--- config.mk ---
export PLATFORM = sky130hd
export DESIGN_NAME = bcd_scan_counter
export DESIGN_NICKNAME = d
export VERILOG_FILES = /design/src/rtl/bcd_scan_counter.sv
export SDC_FILE = /design/constraint.sdc
export NUM_CORES = 1
export LEC_CHECK = 0
export BUFFER_PORTS_ARGS = -buffer_cell sky130_fd_sc_hd__buf_2
export CAP_MARGIN = 10
export CORE_MARGIN = 1.5
export CORE_UTILIZATION = 59
export CTS_CLUSTER_DIAMETER = 80
export DETAILED_ROUTE_END_ITERATION = 7
export PLACE_DENSITY = 0.88
export SLEW_MARGIN = 20
export SYNTH_ARGS = -nofsm -noshare
export SYNTH_HDL_FRONTEND = slang
export SYNTH_SLANG_ARGS = --single-unit
export TNS_END_PERCENT = 20
--- constraint.sdc ---
create_clock -name clk -period 2.42 [get_ports clk]
set_input_delay 0 -clock clk [delete_from_list [all_inputs] [get_ports clk]]
set_output_delay 0 -clock clk [all_outputs]
set_load 0.05 [all_outputs]
--- src/rtl/bcd_scan_counter.sv ---
// rtl/bcd_scan_counter.sv - 4-digit BCD up/down event counter with multiplexed 7-segment scan
//
// Purpose: synchronizes an asynchronous slow tick, counts its rising edges on a
// 0000-9999 BCD up/down counter and drives a multiplexed active-low display.
// Optional feature macro: LEADING_ZERO_BLANK_EN (blank digits above the most
// significant nonzero digit; d0 always shown).
//
// Ports:
//   clk        in   system clock, all state on rising edge
//   reset      in   asynchronous active-low reset
//   tick_in    in   asynchronous slow tick, rising edge = one count event
//   run        in   1 = count events, 0 = discard them
//   up_down    in   1 = increment, 0 = decrement
//   clear      in   synchronous clear to 0000 (wins over a coincident event)
//   count_bcd  out  {d3,d2,d1,d0}
//   wrap       out  one-cycle pulse on 9999->0000 or 0000->9999
//   seg        out  {g,f,e,d,c,b,a} active-low, registered
//   an         out  one-hot active-low digit enable, registered, an[0] = d0

module bcd_scan_counter #(
  parameter int SCAN_DIV = 50000,
  parameter int SCAN_W   = 16
) (
  input  logic        clk,
  input  logic        reset,
  input  logic        tick_in,
  input  logic        run,
  input  logic        up_down,
  input  logic        clear,
  output logic [15:0] count_bcd,
  output logic        wrap,
  output logic [6:0]  seg,
  output logic [3:0]  an
);

  logic              s1_q, s2_q, s3_q;
  logic              tick_evt;
  logic [15:0]       count_q, count_d;
  logic              wrap_q, wrap_d;
  logic [SCAN_W-1:0] scan_q, scan_d;
  logic [1:0]        idx_q, idx_d;
  logic [3:0]        an_q, an_d;
  logic [6:0]        seg_q, seg_d;
  logic              carry;
  logic [3:0]        digit;
  logic [3:0]        cur_digit;
  logic              blank;

  function automatic logic [6:0] seg_decode(input logic [3:0] d);
    case (d)
      4'd0:    seg_decode = 7'b1000000;
      4'd1:    seg_decode = 7'b1111001;
      4'd2:    seg_decode = 7'b0100100;
      4'd3:    seg_decode = 7'b0110000;
      4'd4:    seg_decode = 7'b0011001;
      4'd5:    seg_decode = 7'b0010010;
      4'd6:    seg_decode = 7'b0000010;
      4'd7:    seg_decode = 7'b1111000;
      4'd8:    seg_decode = 7'b0000000;
      4'd9:    seg_decode = 7'b0010000;
      default: seg_decode = 7'b1111111;
    endcase
  endfunction

  // Rising edge of the synchronized tick; s3 resets low so a tick already high
  // at reset release still counts once.
  assign tick_evt = s2_q & ~s3_q;

  // Digit-wise ripple carry/borrow keeps every digit in 0-9 without a binary form.
  always_comb begin
    count_d = count_q;
    wrap_d  = 1'b0;
    carry   = 1'b0;
    digit   = 4'd0;
    if (clear) begin
      count_d = 16'h0000;
    end else if (tick_evt && run) begin
      carry = 1'b1;
      for (int i = 0; i < 4; i++) begin
        digit = count_q[4*i +: 4];
        if (carry) begin
          if (up_down) begin
            if (digit == 4'd9) begin
              count_d[4*i +: 4] = 4'd0;
            end else begin
              count_d[4*i +: 4] = digit + 4'd1;
              carry = 1'b0;
            end
          end else begin
            if (digit == 4'd0) begin
              count_d[4*i +: 4] = 4'd9;
            end else begin
              count_d[4*i +: 4] = digit - 4'd1;
              carry = 1'b0;
            end
          end
        end
      end
      // Carry/borrow out of d3 means the counter wrapped.
      wrap_d = carry;
    end
  end

  always_comb begin
    scan_d = scan_q + {{(SCAN_W-1){1'b0}}, 1'b1};
    idx_d  = idx_q;
    if (scan_q == SCAN_W'(SCAN_DIV - 1)) begin
      scan_d = '0;
      idx_d  = idx_q + 2'd1;
    end
  end

  assign cur_digit = count_q[{idx_q, 2'b00} +: 4];

`ifdef LEADING_ZERO_BLANK_EN
  logic [1:0] msd;
  always_comb begin
    msd = 2'd0;
    if (count_q[15:12] != 4'd0)     msd = 2'd3;
    else if (count_q[11:8] != 4'd0) msd = 2'd2;
    else if (count_q[7:4] != 4'd0)  msd = 2'd1;
  end
  // idx 0 can never exceed msd, so d0 is never blanked.
  assign blank = (idx_q > msd);
`else
  assign blank = 1'b0;
`endif

  always_comb begin
    an_d  = ~(4'b0001 << idx_q);
    seg_d = blank ? 7'b1111111 : seg_decode(cur_digit);
  end

  always_ff @(posedge clk or negedge reset) begin
    if (!reset) begin
      s1_q    <= 1'b0;
      s2_q    <= 1'b0;
      s3_q    <= 1'b0;
      count_q <= 16'h0000;
      wrap_q  <= 1'b0;
      scan_q  <= '0;
      idx_q   <= 2'd0;
      an_q    <= 4'b1111;
      seg_q   <= 7'b1111111;
    end else begin
      s1_q    <= tick_in;
      s2_q    <= s1_q;
      s3_q    <= s2_q;
      count_q <= count_d;
      wrap_q  <= wrap_d;
      scan_q  <= scan_d;
      idx_q   <= idx_d;
      an_q    <= an_d;
      seg_q   <= seg_d;
    end
  end

  assign count_bcd = count_q;
  assign wrap      = wrap_q;
  assign seg       = seg_q;
  assign an        = an_q;

endmodule

==> results of run 1 <==
-- through the flow --
stage                     std cells  setup WS [ns]  power, mW  utilization  hold slack (ns)
after floorplan                 327          0.199       1.08            -           -0.296
after global routing            428         0.0519       1.72        0.683            0.115
final                           428          0.192       1.64        0.683           0.0917
after detailed placement        418          0.314       1.15        0.661           0.0779
after global placement          418          0.390       1.14        0.661           0.0728
after CTS                       428          0.223       1.65        0.683           0.0859
-- registers in the layout (all words and copies together), names as in the netlist --
register / count
count_bcd: 16
scan_q: 16
seg: 7
an: 4
idx_q: 2
s1_q: 1
s2_q: 1
s3_q: 1
wrap: 1
-- worst max-delay path by stage --
stage / from / end
floorplan: count_bcd[9] / count_bcd[10]
global placement: count_bcd[0] / count_bcd[14]
detailed placement: count_bcd[8] / count_bcd[14]
CTS: count_bcd[8] / count_bcd[14]
global route: count_bcd[8] / count_bcd[14]
finish: count_bcd[8] / count_bcd[14]
-- power groups by stage --
stage / clock network, mW / registers (mW) / logic [mW]
3_3_place_gp: 0 / 0.883 / 0.261
4_1_cts: 0.511 / 0.868 / 0.273
2_1_floorplan: 0 / 0.952 / 0.130
6_report: 0.502 / 0.869 / 0.273
5_1_grt: 0.548 / 0.873 / 0.296
3_5_place_dp: 0 / 0.884 / 0.269
-- synth_stat cells, types with 2 or more instances --
| master | number |
|---|---|
| dfrtp_1 | 38 |
| ha_1 | 25 |
| nor2_1 | 24 |
| inv_1 | 23 |
| a21oi_1 | 21 |
| o21ai_0 | 17 |
| nand2_1 | 16 |
| dfstp_2 | 11 |
| nand3_1 | 10 |
| clkbuf_1 | 9 |
| xnor2_1 | 9 |
| nand2b_1 | 8 |
| a311oi_1 | 7 |
| and3_1 | 7 |
| buf_2 | 7 |
| mux4_2 | 6 |
| nor3_1 | 6 |
| a31oi_1 | 5 |
| nor2b_1 | 5 |
| xor2_1 | 5 |
| a211oi_1 | 4 |
| mux2i_1 | 4 |
| nand4_1 | 4 |
| nor3b_1 | 4 |
| a22o_1 | 3 |
| nand3b_1 | 3 |
| nor4_1 | 3 |
| a211o_1 | 2 |
| a21bo_2 | 2 |
| a21o_1 | 2 |
| and4_1 | 2 |
| nand4b_1 | 2 |
| nor4b_1 | 2 |
| nor4bb_1 | 2 |
| o2111ai_1 | 2 |
| o21bai_1 | 2 |
| or3_1 | 2 |
-- critical path, stage by stage (launching register included) --
cell and delay (ns):
dfrtp_1 0.51, inv_1 0.13, ha_1 0.29, or4b_1 0.50, a22oi_2 0.25, a31oi_1 0.12
a311oi_1 0.32
-- layout make-up --
class	count	area (um2)
clock buffer	5	68.8
clock inverter	3	25.0
fill	411	1630
inverter	23	86.3
multi-input combinational	238	1780
sequential	49	1240
tap	70	87.6
timing repair buffer	40	223
-- per-layer routing --
metal / share of wire / global-route usage
met5: 0 / 0
met4: 0.018 / 0.0889
met3: 0.063 / 0.0479
met2: 0.48 / 0.396
met1: 0.44 / 0.332
-- timing repair --
| action | in CTS | in global routing |
|---|---|---|
| hold buffers | 2 | 0 |
| endpoints found under the setup margin | 0 | 0 |
| endpoints found under the hold margin | 21 | 0 |
-- kinds of logic after synthesis --
family	count (synthesis)	share of synthesized area
AND/OR/NAND/NOR	108	0.193
AO/OA/AOI/OAI	80	0.172
flip-flops	49	0.390
buffers and inverters	40	0.0500
adder cells (fa/ha/maj)	25	0.0983
XOR/XNOR	14	0.0386
multiplexers	11	0.0586
==> flow_summary.ini, run 1 <==
[outcome]
status = finished clean

[cts]
cts_buffer_depth = 2
clock-root-buffer = clkbuf_8
cts-buffers-inserted = 5
cts_resized = 0
tritoncts = built
h-tree-depth = 2
clk_latency_ns = 0.31
cts.clk_slew.worst_paths_ns = 0.10
cts_sinks = 49
post-cts-setup-buffers = 0

[setup_path]
regToRegSetupSlack_ns = 0.19
criticalPathCategory = register to register
crit_fanout = 10
startpoint_type = register
crit_path_end_kind = register
arrival_ns = 2.42
reg2reg_from = count_bcd[8]
ff2ff_path_depth = 6
r2r-end = count_bcd[14]
critPathRequiredTime_ns = 2.62

[hold_path]
hold_class = input pin to register
hold_path_depth = 2
hold_end = count_bcd[2]
hold_start = clear

[detailed_routing]
viasPerCell = 6.12
totalWireLength_um = 6830
drt-wirelength-per-cell_um = 16.0
drc = 0
ant_nets = 0
vias = 2621
first_pass_iters = 4
drtIter0Drc = 238

[placed_design]
post_dp_cell_area_um2 = 3400
portBuffers = 33
hpwlAfterDp_um = 4890
gp_congestion = 0.914

[synthesis]
synth_largest_area_cell = dfrtp_1
synth.distinct_cells = 60
yosysWarnings = 0
synthFlopType = dfrtp_1
synth_area_leaders = dfrtp_1, ha_1, dfstp_2
synth_area_um2 = 3180
yosys.area.top_type_share = 0.299
synth_seq_cells = 49
syn-instance-count = 327
post_synth.cell_area_avg_um2 = 9.73
async_reset_ff_frac = 1.00
synth_seq_area_share = 0.390
synth_edf_count = 0
synth_nets = 358

[global_routing]
overflow = 0
antenna_found_initial = 0
grt_usage = 0.246
grt_max_degree = 43
grt_first_pass_wirelength_um = 11500
grt_pass1_vias = 2461

[job]
max-cap-violations = 0

[floorplanning]
die_w_um = 76.4
die_y_um = 76.4
row_count = 26
die_area_um2 = 5840
coreArea_um2 = 5140
io_pins = 34
start_util = 0.619

[timing]
tightest_slew_ns = 0.734
period_needed_ns = 2.23
fmax_mhz = 449
skew_ns = 0.00686
setup_viol = 0
hold_viol = 0
slew_viol_final = 0
fin_setup_tns_ns = 0
rsz0062_at_grt = no
slew-limit-headroom = 0.511
final.period_utilization = 0.921

[power]
seqPwrFrac = 0.529
power_per_cell_area_nw_per_um2 = 468
peakVddDrop_v = 0.000272
switching_share = 0.304
p_int_mw = 1.14
switching_power_uw = 500
clkPwrFrac = 0.305
leakagePower_nw = 1.58
pwr-share-comb = 0.166

[layout]
final_layout_size_suffix_gt1_frac = 0.201
area_growth_pct = 10.4
most-common-layout-cells = dfrtp_1, buf_2, ha_1
fin_area_um2 = 3510
nNetsFinal = 388
final_common_cell = dfrtp_1
antenna_cells = 0
No activity file was read; power rests on OpenSTA's default activity.
==> run 2: changes to the inputs <==
Settings changed: CORE_UTILIZATION 59 to 40, PLACE_DENSITY 0.88 to 0.66, SETUP_SLACK_MARGIN from default to 0.4.
==> run 2 against run 1 <==
Effect of this change:
- final cell count increased by 10%
- sequential power about the same
- non-clock buffer count increased by 12
- maximum frequency increased by 12%
- die area increased by 45%
- clock power increased by 0.8%
- via count decreased by 1.6%
- sequential share of layout area decreased by 1.4 points
- register-to-register slack improved by 0.23 ns
- critical path type unchanged
==> flow_summary.ini, run 2 (synthesis results as in run 1) <==
[power]
seqPwrFrac = 0.518
leakagePower_nw = 1.63
switching_share = 0.305
power.total_mw = 1.67
peakVddDrop_v = 0.000232
clkPwrFrac = 0.302
power_per_cell_area_nw_per_um2 = 455
p_int_mw = 1.16
switching_power_uw = 510
pwr-share-comb = 0.180

[global_routing]
grt_first_pass_wirelength_um = 11700
grt_max_degree = 31
grt_pass1_vias = 2338
overflow = 0
antenna_found_initial = 0
grt_usage = 0.171

[setup_path]
worst-path-stages = 7
cpPeakStageDelay_ns = 0.49
critPathRequiredTime_ns = 2.66
crit_fanout = 7
criticalPathCategory = register to register
critPathSlowestCell = or4b_1
critPathLaunch = count_bcd[9]
crit_buf_inv = 2
path_cells = inv_1 -> ha_2 -> or4b_1 -> a22oi_2 -> buf_4 -> nand4_1 -> a21oi_1
regToRegSetupSlack_ns = 0.43
startpoint_type = register
crit_path_end_kind = register
reg2reg_from = count_bcd[9]
arrival_ns = 2.23
path_delay_family = simple AND/OR/NAND/NOR gates
crit_end = count_bcd[13]
ff2ff_path_depth = 7
r2r-end = count_bcd[13]

[placed_design]
placed_cells = 450
hpwlAfterDp_um = 5040
post_dp_cell_area_um2 = 3440
gp_congestion = 0.825
portBuffers = 33

[detailed_routing]
ant_nets = 0
vias = 2579
drtIter0Drc = 145
first_pass_iters = 4
totalWireLength_um = 7110
drt-wirelength-per-cell_um = 15.1
drc = 0
viasPerCell = 5.46

[cts]
tritoncts = built
cts-buffers-inserted = 5
h-tree-depth = 2
clk_latency_ns = 0.31
cts_sinks = 49
clock-root-buffer = clkbuf_8
cts_buffer_depth = 2
cts.clk_slew.worst_paths_ns = 0.10

[floorplanning]
die_y_um = 92.2
die_area_um2 = 8500
die_w_um = 92.2
start_util = 0.412
coreArea_um2 = 7730
io_pins = 34
row_count = 32

[layout]
nNetsFinal = 400
layout.cells.non_filler = 472
final_common_cell = dfrtp_1
final_util = 0.476
final_layout_size_suffix_gt1_frac = 0.249
area_growth_pct = 15.6
fin_area_um2 = 3680
most-common-layout-cells = dfrtp_1, buf_2, nor2_1
antenna_cells = 0

[hold_path]
hold_class = input pin to register

[timing]
period_needed_ns = 1.99
setup_viol = 0
fin_setup_tns_ns = 0
slew-limit-headroom = 0.566
fmax_mhz = 501
tightest_slew_ns = 0.652
hold_viol = 0
skew_ns = 0.00859
rsz0062_at_grt = yes
slew_viol_final = 0
final.period_utilization = 0.824

[outcome]
status = finished clean

[job]
max-cap-violations = 0
[run 2: worst min-delay path by stage]
stage                     slack [ns]  cells past startpoint             to   from
after CTS                       0.10                      2  count_bcd[13]  clear
after floorplan                -0.30                      0   count_bcd[0]  reset
after global routing            0.11                      2  count_bcd[13]  clear
final                            0.1                      2  count_bcd[13]  clear
after global placement          0.07                      1     scan_q[11]  reset
after detailed placement        0.08                      1     scan_q[11]  reset
[run 2: through the flow]
step	hold WS [ns]	worst slack, ns
floorplan	-0.296	0.287
global placement	0.0710	0.393
detailed placement	0.0764	0.309
CTS	0.101	0.383
global route	0.107	0.315
finish	0.0976	0.425
[run 2: worst reg2reg max path, cell delays in order (launching register included)]
cell	delay [ns]
dfrtp_2	0.47
inv_1	0.10
ha_2	0.24
or4b_1	0.49
a22oi_2	0.23
buf_4	0.16
nand4_1	0.09
a21oi_1	0.16
[run 2: metal layers]
metal | routed length (um) | up-vias | global-route usage
met5 | 0 | - | 0
met2 | 3370 | 58 | 0.276
li1 | - | 1274 | -
met4 | 47 | 0 | 0.0359
met3 | 298 | 6 | 0.0240
met1 | 3390 | 1241 | 0.244
[run 2: power groups by stage]
stage / clock, mW / combinational (mW) / sequential (mW)
finish: 0.506 / 0.301 / 0.866
global route: 0.549 / 0.332 / 0.869
CTS: 0.516 / 0.280 / 0.870
detailed placement: 0 / 0.271 / 0.885
global placement: 0 / 0.267 / 0.884
floorplan: 0 / 0.130 / 0.953
[run 2: cell type report]
| type | count | area [um2] |
|---|---|---|
| Clock buffer | 5 | 68.8 |
| Clock inverter | 3 | 25.0 |
| Fill cell | 733 | 4050 |
| Inverter | 23 | 86.3 |
| Multi-Input combinational cell | 238 | 1810 |
| Sequential cell | 49 | 1240 |
| Tap cell | 102 | 128 |
| Timing Repair Buffer | 52 | 313 |
[run 2: timing repair]
action / 4_1_cts / 5_1_grt
resized for setup: 4 / 4
buffers inserted: 1 / 11
setup endpoints to repair: 11 / 12
endpoints found under the hold margin: 19 / 0
pin swaps: 1 / 2
hold buffers: 2 / 0
